**config.mk**
```make
export PLATFORM = sky130hd
export DESIGN_NAME = mips_debug_ctrl_flat
export DESIGN_NICKNAME = d
export VERILOG_FILES = /design/src/rtl/mips_debug_ctrl_if.sv /design/src/rtl/mips_debug_ctrl.sv /design/src/flat_wrapper.sv
export SDC_FILE = /design/constraint.sdc
export NUM_CORES = 1
export LEC_CHECK = 0
export BUFFER_PORTS_ARGS = -buffer_cell sky130_fd_sc_hd__buf_2
export CORE_MARGIN = 3
export CORE_UTILIZATION = 38
export DETAILED_ROUTE_END_ITERATION = 7
export PLACE_DENSITY = 0.67
export SLEW_MARGIN = 20
export SYNTH_ARGS = -nofsm -noshare
export SYNTH_HDL_FRONTEND = slang
export SYNTH_SLANG_ARGS = --single-unit
```
**constraint.sdc**
```tcl
create_clock -name clk -period 5.2 [get_ports clk]
set_clock_uncertainty 0.15 [all_clocks]
set_input_delay 0.26 -clock clk [delete_from_list [all_inputs] [get_ports clk]]
set_output_delay 0.26 -clock clk [all_outputs]
set_load 0.01 [all_outputs]
```
**src/rtl/mips_debug_ctrl_if.sv**
```systemverilog
// mips_debug_ctrl_if: run-control bus between debugger/core and mips_debug_ctrl.
// master drives requests, breakpoint programming and pc; slave returns cpu_en and status.
interface mips_debug_ctrl_if #(
  parameter int ADDR_WIDTH = 32,
  parameter int STEP_W     = 16,
  parameter int CNT_W      = 32
);
  logic                  debug_en;
  logic                  debug_step;
  logic                  run_req;
  logic                  halt_req;
  logic                  step_req;
  logic [STEP_W-1:0]     step_count;
  logic                  bp_wen;
  logic [3:0]            bp_idx;
  logic [ADDR_WIDTH-1:0] bp_addr;
  logic                  bp_valid;
  logic [ADDR_WIDTH-1:0] pc;
  logic                  cpu_en;
  logic                  halted;
  logic                  bp_hit;
  logic [3:0]            bp_hit_idx;
  logic [STEP_W-1:0]     steps_left;
  logic [CNT_W-1:0]      instr_cnt;
  modport master (
    output debug_en, debug_step, run_req, halt_req, step_req, step_count,
           bp_wen, bp_idx, bp_addr, bp_valid, pc,
    input  cpu_en, halted, bp_hit, bp_hit_idx, steps_left, instr_cnt
  );
  modport slave (
    input  debug_en, debug_step, run_req, halt_req, step_req, step_count,
           bp_wen, bp_idx, bp_addr, bp_valid, pc,
    output cpu_en, halted, bp_hit, bp_hit_idx, steps_left, instr_cnt
  );
endinterface

```
**src/rtl/mips_debug_ctrl.sv**
```systemverilog
// mips_debug_ctrl: MIPS run control with breakpoints, step bursts, run/halt and retired count.
// Ports: clk, rst (sync, active-low), bus (slave): requests/breakpoint writes/pc in,
// cpu_en, halted, bp_hit, bp_hit_idx, steps_left, instr_cnt out.
module mips_debug_ctrl #(
  parameter int ADDR_WIDTH = 32,
  parameter int NUM_BP     = 4,
  parameter int STEP_W     = 16,
  parameter int CNT_W      = 32
) (
  input logic              clk,
  input logic              rst,
  mips_debug_ctrl_if.slave bus
);
  typedef enum logic [1:0] {HALT, RUN, STEP} state_t;
  state_t                state, state_n;
  logic [ADDR_WIDTH-1:0] slot_addr [NUM_BP];
  logic [NUM_BP-1:0]     slot_valid;
  logic                  skip, step_q, den_q, bp_any, bp_match, cpu_en;
  logic                  bp_hit, bp_hit_n;
  logic [3:0]            hit_idx, bp_hit_idx, bp_hit_idx_n;
  logic [STEP_W-1:0]     steps_left, steps_n;
  logic [CNT_W-1:0]      instr_cnt;
  // Scan from the top so the lowest matching slot is the one left in hit_idx.
  always_comb begin
    bp_any = 1'b0;
    hit_idx = '0;
    for (int i = NUM_BP - 1; i >= 0; i--)
      if (slot_valid[i] && slot_addr[i][ADDR_WIDTH-1:2] == bus.pc[ADDR_WIDTH-1:2]) begin
        bp_any = 1'b1;
        hit_idx = 4'(i);
      end
  end
  assign bp_match = bus.debug_en & bp_any;
  // skip lets the first instruction after leaving HALT execute even if it sits on a breakpoint.
  assign cpu_en = (state != HALT) && !(bp_match && !skip);
  always_comb begin
    state_n = state;
    steps_n = steps_left;
    bp_hit_n = bp_hit;
    bp_hit_idx_n = bp_hit_idx;
    if (!bus.debug_en) begin
      state_n = RUN;
      steps_n = '0;
    end else if (!den_q) begin
      state_n = HALT;
      steps_n = '0;
    end else if (state != HALT && bus.halt_req) begin
      state_n = HALT;
      steps_n = '0;
    end else if (state != HALT && bp_match && !skip) begin
      state_n = HALT;
      bp_hit_n = 1'b1;
      bp_hit_idx_n = hit_idx;
      steps_n = '0;
    end else if (state == STEP) begin
      steps_n = steps_left - 1'b1;
      state_n = steps_left <= 1 ? HALT : STEP;
    end else if (state == HALT) begin
      if (bus.step_req) begin
        if (bus.step_count != '0) begin
          state_n = STEP;
          steps_n = bus.step_count;
        end
      end else if (bus.debug_step && !step_q) begin
        state_n = STEP;
        steps_n = 1;
      end else if (bus.run_req) begin
        state_n = RUN;
      end
    end
    if (state == HALT && state_n != HALT) bp_hit_n = 1'b0;
  end
  always_ff @(posedge clk) begin
    den_q <= bus.debug_en;
    if (!rst) begin
      state <= HALT;
      steps_left <= '0;
      instr_cnt <= '0;
      bp_hit <= 1'b0;
      bp_hit_idx <= '0;
      slot_valid <= '0;
      step_q <= 1'b0;
      skip <= 1'b0;
    end else begin
      state <= state_n;
      steps_left <= steps_n;
      bp_hit <= bp_hit_n;
      bp_hit_idx <= bp_hit_idx_n;
      step_q <= bus.debug_step;
      skip <= state == HALT && state_n != HALT;
      instr_cnt <= instr_cnt + CNT_W'(cpu_en);
      for (int i = 0; i < NUM_BP; i++)
        if (bus.bp_wen && bus.bp_idx == 4'(i)) begin
          slot_addr[i] <= bus.bp_addr;
          slot_valid[i] <= bus.bp_valid;
        end
    end
  end
  assign bus.cpu_en = cpu_en;
  assign bus.halted = state == HALT;
  assign bus.bp_hit = bp_hit;
  assign bus.bp_hit_idx = bp_hit_idx;
  assign bus.steps_left = steps_left;
  assign bus.instr_cnt = instr_cnt;
endmodule

```
**src/flat_wrapper.sv**
```systemverilog
// flat-port wrapper written by rule: the top's interface ports become plain ports
module mips_debug_ctrl_flat 
#(
  parameter int ADDR_WIDTH = 32,
  parameter int NUM_BP     = 4,
  parameter int STEP_W     = 16,
  parameter int CNT_W      = 32
)
  (clk, rst, bus_debug_en, bus_debug_step, bus_run_req, bus_halt_req, bus_step_req, bus_step_count, bus_bp_wen, bus_bp_idx, bus_bp_addr, bus_bp_valid, bus_pc, bus_cpu_en, bus_halted, bus_bp_hit, bus_bp_hit_idx, bus_steps_left, bus_instr_cnt);
  mips_debug_ctrl_if #(.ADDR_WIDTH(ADDR_WIDTH), .STEP_W(STEP_W), .CNT_W(CNT_W)) bus_i ();
  input logic clk;
  input logic rst;
  input wire logic [$bits(bus_i.debug_en)-1:0] bus_debug_en;
  input wire logic [$bits(bus_i.debug_step)-1:0] bus_debug_step;
  input wire logic [$bits(bus_i.run_req)-1:0] bus_run_req;
  input wire logic [$bits(bus_i.halt_req)-1:0] bus_halt_req;
  input wire logic [$bits(bus_i.step_req)-1:0] bus_step_req;
  input wire logic [$bits(bus_i.step_count)-1:0] bus_step_count;
  input wire logic [$bits(bus_i.bp_wen)-1:0] bus_bp_wen;
  input wire logic [$bits(bus_i.bp_idx)-1:0] bus_bp_idx;
  input wire logic [$bits(bus_i.bp_addr)-1:0] bus_bp_addr;
  input wire logic [$bits(bus_i.bp_valid)-1:0] bus_bp_valid;
  input wire logic [$bits(bus_i.pc)-1:0] bus_pc;
  output wire logic [$bits(bus_i.cpu_en)-1:0] bus_cpu_en;
  output wire logic [$bits(bus_i.halted)-1:0] bus_halted;
  output wire logic [$bits(bus_i.bp_hit)-1:0] bus_bp_hit;
  output wire logic [$bits(bus_i.bp_hit_idx)-1:0] bus_bp_hit_idx;
  output wire logic [$bits(bus_i.steps_left)-1:0] bus_steps_left;
  output wire logic [$bits(bus_i.instr_cnt)-1:0] bus_instr_cnt;
  assign bus_i.debug_en = bus_debug_en;
  assign bus_i.debug_step = bus_debug_step;
  assign bus_i.run_req = bus_run_req;
  assign bus_i.halt_req = bus_halt_req;
  assign bus_i.step_req = bus_step_req;
  assign bus_i.step_count = bus_step_count;
  assign bus_i.bp_wen = bus_bp_wen;
  assign bus_i.bp_idx = bus_bp_idx;
  assign bus_i.bp_addr = bus_bp_addr;
  assign bus_i.bp_valid = bus_bp_valid;
  assign bus_i.pc = bus_pc;
  assign bus_cpu_en = bus_i.cpu_en;
  assign bus_halted = bus_i.halted;
  assign bus_bp_hit = bus_i.bp_hit;
  assign bus_bp_hit_idx = bus_i.bp_hit_idx;
  assign bus_steps_left = bus_i.steps_left;
  assign bus_instr_cnt = bus_i.instr_cnt;
  mips_debug_ctrl #(.ADDR_WIDTH(ADDR_WIDTH), .NUM_BP(NUM_BP), .STEP_W(STEP_W), .CNT_W(CNT_W)) u_core (.clk(clk), .rst(rst), .bus(bus_i));
endmodule
```
---- Word-level counts from Yosys, hierarchy flattened ----
Memory sizes are Yosys's and may differ from the RTL's.
Cells that the tools add are included.
word-level totals
  word-level logic and storage cells ...... 107
  bits in latches ......................... 0
  memories ................................ 1
  output and inout bits ................... 55
  RAM bits ................................ 128
  register bits ........................... 62
  memory bits (read-only) ................. 0
  input bits .............................. 93
memories
  memory            depth  width  read ports  clocked after memory_dff  wr ports  RTL line               source
  u_core.slot_addr  4      32     4           0                         1         mips_debug_ctrl.sv:16  logic [ADDR_WIDTH-1:0] slot_addr [NUM_BP];
operators by class
  $lt $le $gt $ge ......................... 1
  mux-type cells .......................... 45
  shift-type cells ........................ 0
  $add $sub $neg .......................... 2
  bitwise logic cells ..................... 5
  $mul .................................... 0
  equal/unequal tests ..................... 9
  div/mod/pow operators ................... 0
  reductions and logical operators ........ 32
operator list
  cell                   number
  $eq 30x30->1           4
  $mux 32                3
  $reduce_or 32->1       3
  $mux 16                5
  $mux 2                 18
  $add 32x1->32          1
  $mux 1                 19
  $le 16x1->1 const B    1
  $reduce_bool 16->1     1
  $sub 16x1->16 const B  1
  $logic_and 1x1->1      15
  $eq 4x2->1 const B     2
  $reduce_bool 2->1      3
  $reduce_or 5->1        1
  $eq 4x1->1 const B     1
  $logic_not 4->1        1
  $not 1->1              4
  $reduce_and 4->1       1
  $logic_not 1->1        3
  $ne 3x1->1 const B     1
  $reduce_and 3->1       1
  $reduce_bool 3->1      1
  $eq 2x2->1 const B     1
  $logic_not 2->1        1
  2 further kinds        2

---- Depth between registers and ports, before layout ----
Gate-level depths: netlist of the first run.
An unclocked memory read counts as a cell.
  depth after elaboration ................. 17
  depth in mapped cells ................... 15
  mapped depth without buffers ............ 14

---- Worst setup path before layout of the first run ----
OpenSTA, ideal clock, no wires.
  path type ............................... input to register
  from .................................... input bus_pc[19]
  to ...................................... register u_core.instr_cnt[28], in the netlist u_core.bus.instr_cnt[28]
  data required time ...................... 4.922 ns
  library setup time ...................... 0.128 ns
  buffers on the path ..................... 1
  stages .................................. 15
  slack ................................... 1.738 ns
  arrival ................................. 3.185 ns
  cell sequence ........................... clkbuf_1 xnor2_1 nand4_1 a2111oi_0 nand4_1 nand4_1 a31oi_1 ha_1 ha_1 inv_1 or4_2 nor4_4 nand4_1 xor2_1 nor2_1
on the way
  word-level cells in the longest chain between the ends .. 11
  elaborated cells on any way between the ends .. 17
  classes of those cells .................. add/sub (1); eq/ne (4); mux (4); bitwise (1); reduce/logical (7)
RTL lines
  element               RTL line               source
  start, declared       flat_wrapper.sv:23     input wire logic [$bits(bus_i.pc)-1:0] bus_pc;
  $eq 30x30->1          mips_debug_ctrl.sv:28  if (slot_valid[i] && slot_addr[i][ADDR_WIDTH-1:2] == bus.pc[ADDR_WIDTH-1:2]) begin
  $logic_and 1x1->1     mips_debug_ctrl.sv:28
  $mux 1 (3 in a row)   mips_debug_ctrl.sv:28
  $mux 1 *              mips_debug_ctrl.sv:28
  $and 1x1->1 *         mips_debug_ctrl.sv:33  assign bp_match = bus.debug_en & bp_any;
  $logic_and 1x1->1 *   mips_debug_ctrl.sv:35  assign cpu_en = (state != HALT) && !(bp_match && !skip);
  $logic_not 1->1 *     mips_debug_ctrl.sv:35
  $logic_and 1x1->1 *   mips_debug_ctrl.sv:35
  net bus_cpu_en        flat_wrapper.sv:24     output wire logic [$bits(bus_i.cpu_en)-1:0] bus_cpu_en;
  $add 32x1->32 *       mips_debug_ctrl.sv:91  instr_cnt <= instr_cnt + CNT_W'(cpu_en);
  end signal, assigned  mips_debug_ctrl.sv:91
  end, declared         mips_debug_ctrl.sv:22  logic [CNT_W-1:0] instr_cnt;
Mark *: on every way through the listed nets, which the timed path passes. The rest lies on a longest branch.
A chain may end at the register's enable or synchronous reset.

==> flow_summary.yaml, run 1 <==
die:
  initial_utilization: 0.391
  design.die.area_sq_mm: 0.0229
  fp.dieH_um: 151
  die_width_um: 151
  floorplan.io_pins: 148
  core_area_sq_mm: 0.0205
  placement_rows: 52
yosys:
  adder_and_majority_cell_fraction_of_the_synthesized_area: 0.00625
  number_of_enable_type_register_cells_in_the_synthesized_netlist: 120
  average_size_of_a_mapped_cell_sq_um: 12.0
  synth_top_area_cell: "edfxtp_1"
  syn-cell-area_sq_mm: 0.00801
  asyncSetResetFlopFracSynth: 0
  yosysWarningCount: 0
  synthDominantCellAreaShare: 0.450
  synth_seq_area_share: 0.600
  yosys-top-cells-count: "edfxtp_1, xnor2_1, dfxtp_1, xor2_1, nor2_1"
  yosys.area_share.simple: 0.145
  multiplexer_share_of_the_synthesized_area: 0.00250
  synthXorXnorAreaFrac: 0.161
  ys_ff_latch: 180
  synth_most_common_cell: "edfxtp_1"
  synth_top_family_by_area: "XOR/XNOR gates"
  syn-instance-count: 668
  ys_dominant_reg_cell: "edfxtp_1"
  synth.top_cells.by_area: "edfxtp_1, dfxtp_1, xnor2_1"
  synth_compound_area_frac: 0.0647
  synth_cell_type_count: 58
global_routing:
  initial_antenna_violation_count: 1
  grt_start_max_net_pins: 35
  grt_first_pass_wirelength_um: 29800
  grt.overflow.total: 0
  first_global_vias: 5633
  overall_global_routing_resource_usage: 0.172
placed_design:
  detailedPlace.worstSlack_ns: 1.26
  place_hpwl_um: 13900
  gp_routability_congestion: 0.851
  io_buffer_count: 141
outcome:
  outcome: "finished, final reports clean"
timing:
  timing.setup.tns_ns: 0
  final-setup-viol-count: 0
  final-max-slew-violation-count: 0
  max_slew.worst_pin.slew_ns: 0.985
  timing.max_slew.rel_slack: 0.339
  finalCritPeriodShare: 0.753
  finalHoldViolCount: 0
  maxClockFrequency_mhz: 255
  fin_crit_ns: 3.92
  unrepaired_setup_endpoints_after_global_routing: "no"
  layout_setup_ws_ns: 1.28
  worst_hold_slack_ns: 0.0117
routing:
  drt-vias-per-instance: 5.09
  routedWlPerCell_um: 17.2
  wirelength_um: 19400
  drtIter0Drc: 383
  routed-via-count: 5734
  remaining_drc_errors: 0
  number_of_optimization_iterations_in_the_first_detailed_route_pass: 4
  route.antenna.remaining_nets: 0
worst_hold_path:
  whs_path_cells: 3
  hold_class: "primary input to flop"
clocking:
  clock_tree.buffer_depth: 2
  cts_tree: "done"
  cts.reportedPaths.clkPinSlew_ns: 0.08
  post_cts.resized_instances: 0
  clock_latency_ns: 0.43
  cts_htree_levels: 4
  clk_root_buffer_cell: "clkbuf_16"
  cts_made_buffers: 17
  post_cts_setup_buffer_count: 0
  clock_sinks: 180
pwr:
  power.ir.vdd_worst_mv: 0.227
  p_per_area_mw_per_mm2: 308
  power_switching_uw: 730
  share_comb_of_total_power: 0.078
  power_frac_seq: 0.508
  total_leakage_power_uw: 0.00362
  clkPwrFrac: 0.414
  cellInternalPower_uw: 2320
  switching_share: 0.239
critical_path:
  r2r_setup_slack_ns: 1.28
  worst_r2r_path_depth: 14
  critPathCapture: "u_core.bus.instr_cnt[28]"
  worst_setup_path_start_kind: "flop"
  endpoint_class_of_the_critical_path: "flop"
  regToRegEndpoint: "u_core.bus.instr_cnt[28]"
  critPathMaxFanout: 5
  worst_r2r_startpoint: "u_core.slot_addr[1][6]"
  critical_path.startpoint: "u_core.slot_addr[1][6]"
  timing_worst_setup_path_type: "flop to flop"
  arrival_ns: 4.05
  data_required_time_at_the_worst_endpoint_ns: 5.33
run:
  cap_viol_max_count: 0
final_layout:
  synth_to_final_area_change_pct: 23.9
  finish.net_count: 941
  fillerInstances: 1874
  drive_gt1_frac: 0.223
  multiInputGateArea_sq_mm: 0.00306
  seqCellArea_sq_mm: 0.00480
  n_antenna_cell: 0
## cell usage in the layout, fill, tap and decap left out, types with 7 or more instances in the layout
cell / instances
nor2_1: 50
nand2_1: 20
inv_1: 15
a21oi_1: 22
nor4_1: 27
nor3_1: 20
dfxtp_1: 60
nand3_1: 23
dlygate4sd3_1: 35
nand4_1: 29
a31oi_1: 7
clkbuf_16: 17
edfxtp_1: 120
xnor2_1: 92
buf_2: 141
xor2_1: 55
o21ai_0: 17
## critical path: stages (launching register included)
cell	delay (ns)
edfxtp_1	0.38
xnor2_1	0.18
nand4_1	0.13
a2111oi_0	0.12
nand4_1	0.27
nand4_1	0.26
a31oi_1	0.29
ha_1	0.24
ha_1	0.22
inv_1	0.09
or4_2	0.74
nor4_4	0.35
nand4_1	0.17
xor2_1	0.16
nor2_1	0.05
## logic make-up (layout without fill, tap and decap cells)
logic type,after synthesis,in the layout
fa+ha+maj,4,4
simple gates,214,214
mux,2,2
other cells,1,2
xor+xnor,147,147
flops,180,180
buf+inv,40,228
compound gates,80,80
## power by group through the flow
stage               clock network [uW]  logic [uW]  registers [uW]
finish                            1260         237            1550
global route                      1340         260            1550
CTS                               1290         237            1550
detailed placement                   0         214            1580
global placement                     0         213            1580
floorplan                            0         117            1580
## per-layer routing
metal	up-vias	GRT usage	wire, um
li1	2795	-	-
met5	-	0	13
met2	187	0.276	9100
met4	2	0.0462	223
met1	2733	0.234	8830
met3	17	0.0443	1240
## worst min-delay path by stage
stage / from / endpoint / slack [ns]
final: bus_step_count[11] / u_core.bus.steps_left[11] / 0.01
after global routing: bus_step_count[6] / u_core.bus.steps_left[6] / 0.03
after CTS: bus_step_count[11] / u_core.bus.steps_left[11] / 0.0004
after detailed placement: bus_debug_en / u_core.den_q / 0.29
after global placement: bus_debug_en / u_core.den_q / 0.29
after floorplan: bus_debug_en / u_core.den_q / 0.14
## what timing repair did
action / CTS / global route
endpoints found under the setup margin: 0 / 0
hold buffers: 35 / 0
endpoints found under the hold margin: 128 / 0
## area by class of cell
class | count | share of cell area
Clock buffer | 18 | 0.0433
Clock inverter | 14 | 0.0149
Inverter | 16 | 0.00605
Multi-Input combinational cell | 449 | 0.308
Sequential cell | 180 | 0.484
Tap cell | 270 | 0.0341
Timing Repair Buffer | 180 | 0.109
## flip-flops by register name, indices dropped and copies added (netlist names)
| name | cells |
|---|---|
| u_core.bus.bp_hit_idx | 2 |
| u_core.skip | 1 |
| u_core.den_q | 1 |
| u_core.state | 2 |
| u_core.step_q | 1 |
| u_core.slot_addr | 120 |
| u_core.bus.instr_cnt | 32 |
| u_core.bus.steps_left | 16 |
| u_core.slot_valid | 4 |
| u_core.bus.bp_hit | 1 |
## through the flow
stage           util  power, uW  cell area (sq um)  instances
3_5_place_dp   0.439       1800               8990       1060
6_report       0.484       3050               9920       1127
4_1_cts        0.484       3070               9920       1127
2_1_floorplan      -       1700               8010        669
5_1_grt        0.484       3150               9920       1127
3_3_place_gp   0.439       1800               8990       1060
(Power assumes the default switching activity.)
==> run 2, diff against run 1 <==
- PLACE_DENSITY: 0.67 -> 0.69
- clock period: 5.2 -> 3.4 ns (I/O delays scaled with it)
==> run 2 against run 1 <==
  * Sequential power increased by 54%
  * Core utilization increased by 2.2 points
  * Maximum frequency increased by 18%
  * Global-route usage increased by 0.57 points
  * Non-clock buffer count increased by 39
  * Critical path depth decreased by 2
  * Flip-flop and latch count unchanged
  * Combinational power increased by 65%
==> flow_summary.yaml, run 2 (synthesis gave the netlist of run 1 again) <==
outcome:
  outcome: "finished, final reports clean"
run:
  cap_viol_max_count: 0
timing:
  unrepaired_setup_endpoints_after_global_routing: "yes"
  fin_crit_ns: 3.32
  finalHoldViolCount: 0
  final-setup-viol-count: 0
  max_slew.worst_pin.slew_ns: 0.768
  finalCritPeriodShare: 0.978
  timing.max_slew.rel_slack: 0.486
  maxClockFrequency_mhz: 301
  final-max-slew-violation-count: 0
critical_path:
  regToRegEndpoint: "u_core.bus.instr_cnt[21]"
  worst_setup_path_start_kind: "flop"
  r2r_setup_slack_ns: 0.08
  worst_r2r_startpoint: "u_core.slot_addr[1][6]"
  worst_r2r_path_depth: 12
  endpoint_class_of_the_critical_path: "flop"
  arrival_ns: 3.54
  timing_worst_setup_path_type: "flop to flop"
  data_required_time_at_the_worst_endpoint_ns: 3.61
  critPathMaxFanout: 4
  critical_path.startpoint: "u_core.slot_addr[1][6]"
  critPathCapture: "u_core.bus.instr_cnt[21]"
routing:
  remaining_drc_errors: 0
  drt-vias-per-instance: 5.08
  number_of_optimization_iterations_in_the_first_detailed_route_pass: 5
  drtIter0Drc: 310
  routed-via-count: 5921
  routedWlPerCell_um: 17.4
  wirelength_um: 20300
  route.antenna.remaining_nets: 0
die:
  die_width_um: 151
  initial_utilization: 0.391
  floorplan.io_pins: 148
  design.die.area_sq_mm: 0.0229
  core_area_sq_mm: 0.0205
  placement_rows: 52
  fp.dieH_um: 151
global_routing:
  grt-busiest-layer: "met2"
  first_global_vias: 5856
  grt.overflow.total: 0
  grt_start_max_net_pins: 31
  grt_use_met2: 0.293
  initial_antenna_violation_count: 0
  grt_first_pass_wirelength_um: 31000
  groute.layer.met1.usage: 0.238
  overall_global_routing_resource_usage: 0.178
  groute.layer.met3.usage: 0.0386
clocking:
  cts_htree_levels: 4
  cts_made_buffers: 17
  cts.reportedPaths.clkPinSlew_ns: 0.08
  cts_tree: "done"
  clock_tree.buffer_depth: 2
  clk_root_buffer_cell: "clkbuf_16"
  clock_latency_ns: 0.44
  clock_sinks: 180
final_layout:
  largest-register: "u_core.slot_addr"
  n_antenna_cell: 0
  fillerInstances: 1806
  synth_to_final_area_change_pct: 29.4
  stdcell_area_sq_mm: 0.0104
  most-common-layout-cells: "buf_2, edfxtp_1, xnor2_1"
  multiInputGateArea_sq_mm: 0.00313
  seqCellArea_sq_mm: 0.00480
  layout_top_registers: "u_core.slot_addr (120), u_core.bus.instr_cnt (32), u_core.bus.steps_left (16)"
  final_core_utilization: 0.506
  finish.net_count: 980
  drive_gt1_frac: 0.251
  number_of_flip_flops_under_the_largest_register_name: 120
  mostFrequentLayoutCell: "buf_2"
placed_design:
  place_hpwl_um: 14300
  io_buffer_count: 141
  gp_routability_congestion: 0.848
  post_place_cell_area_sq_mm: 0.00911
worst_hold_path:
  hold_class: "primary input to flop"
pwr:
  p_per_area_mw_per_mm2: 464
  power.ir.vdd_worst_mv: 0.391
  total_leakage_power_uw: 0.00382
-- run 2: changes by cell type in the layout (fill, tap and decap cells not counted), sizes merged --
cell / delta
bufinv: +1
clkbuf: -1
buf: +22
dlygate4sd3: +17
clkinvlp: -1
clkinv: -1
inv: +1
-- run 2: critical path, cell delays in order, from the launching register on --
cell	delay (ns)
edfxtp_1	0.39
xnor2_1	0.16
nand4_1	0.13
a2111oi_2	0.08
nand4_1	0.15
nand4_1	0.19
a31oi_2	0.28
ha_2	0.26
nand2_2	0.07
or4_4	0.51
or3_4	0.43
or3_1	0.32
a21oi_1	0.13
-- run 2: what timing repair did --
item	CTS	global route
resized for setup	3	15
setup endpoints to repair	8	16
pin swaps	3	19
hold buffers	52	0
hold endpoints to repair	144	0
setup buffers	3	3
-- run 2: report_power, final --
group          internal, uW  total, uW  switching [uW]
logic                   180        392             211
registers              2360       2380            18.7
clock network          1120       2040             921
total                  3650       4810            1150
-- run 2: routing by layer --
layer,vias to the layer above,part of all wire
met3,23,0.061
li1,2868,-
met1,2822,0.44
met5,-,0
met4,0,0.014
met2,208,0.49
-- run 2: worst min-delay path by stage --
stage	from	end	slack, ns	cells past startpoint
final	bus_step_count[3]	u_core.bus.steps_left[3]	0.05	5
after global routing	bus_step_count[3]	u_core.bus.steps_left[3]	0.07	5
after floorplan	bus_debug_en	u_core.den_q	0.05	0
after global placement	bus_debug_en	u_core.den_q	0.20	1
after detailed placement	bus_debug_en	u_core.den_q	0.20	1
after CTS	bus_step_count[3]	u_core.bus.steps_left[3]	0.03	5
-- run 2: area by class of cell --
| cell class | count | area share |
|---|---|---|
| clock buffer | 17 | 0.0410 |
| multi-input combinational | 449 | 0.302 |
| sequential | 180 | 0.464 |
| inverter | 16 | 0.00579 |
| timing repair buffer | 219 | 0.137 |
| clock inverter | 14 | 0.0181 |
| tap | 270 | 0.0326 |
-- run 2: stage by stage --
| step | hold WS (ns) | instances | power (uW) | setup slack, ns | TNS [ns] |
|---|---|---|---|---|---|
| 6_report | 0.0491 | 1165 | 4810 | 0.0756 | 0 |
| 5_1_grt | 0.0657 | 1165 | 4980 | -0.0851 | -0.766 |
| 4_1_cts | 0.0322 | 1162 | 4840 | 0.0583 | 0 |
| 3_5_place_dp | 0.198 | 1076 | 2760 | -0.151 | -0.713 |
| 3_3_place_gp | 0.198 | 1076 | 2750 | -0.0752 | -0.130 |
| 2_1_floorplan | 0.0477 | 669 | 2600 | 0.00910 | 0 |
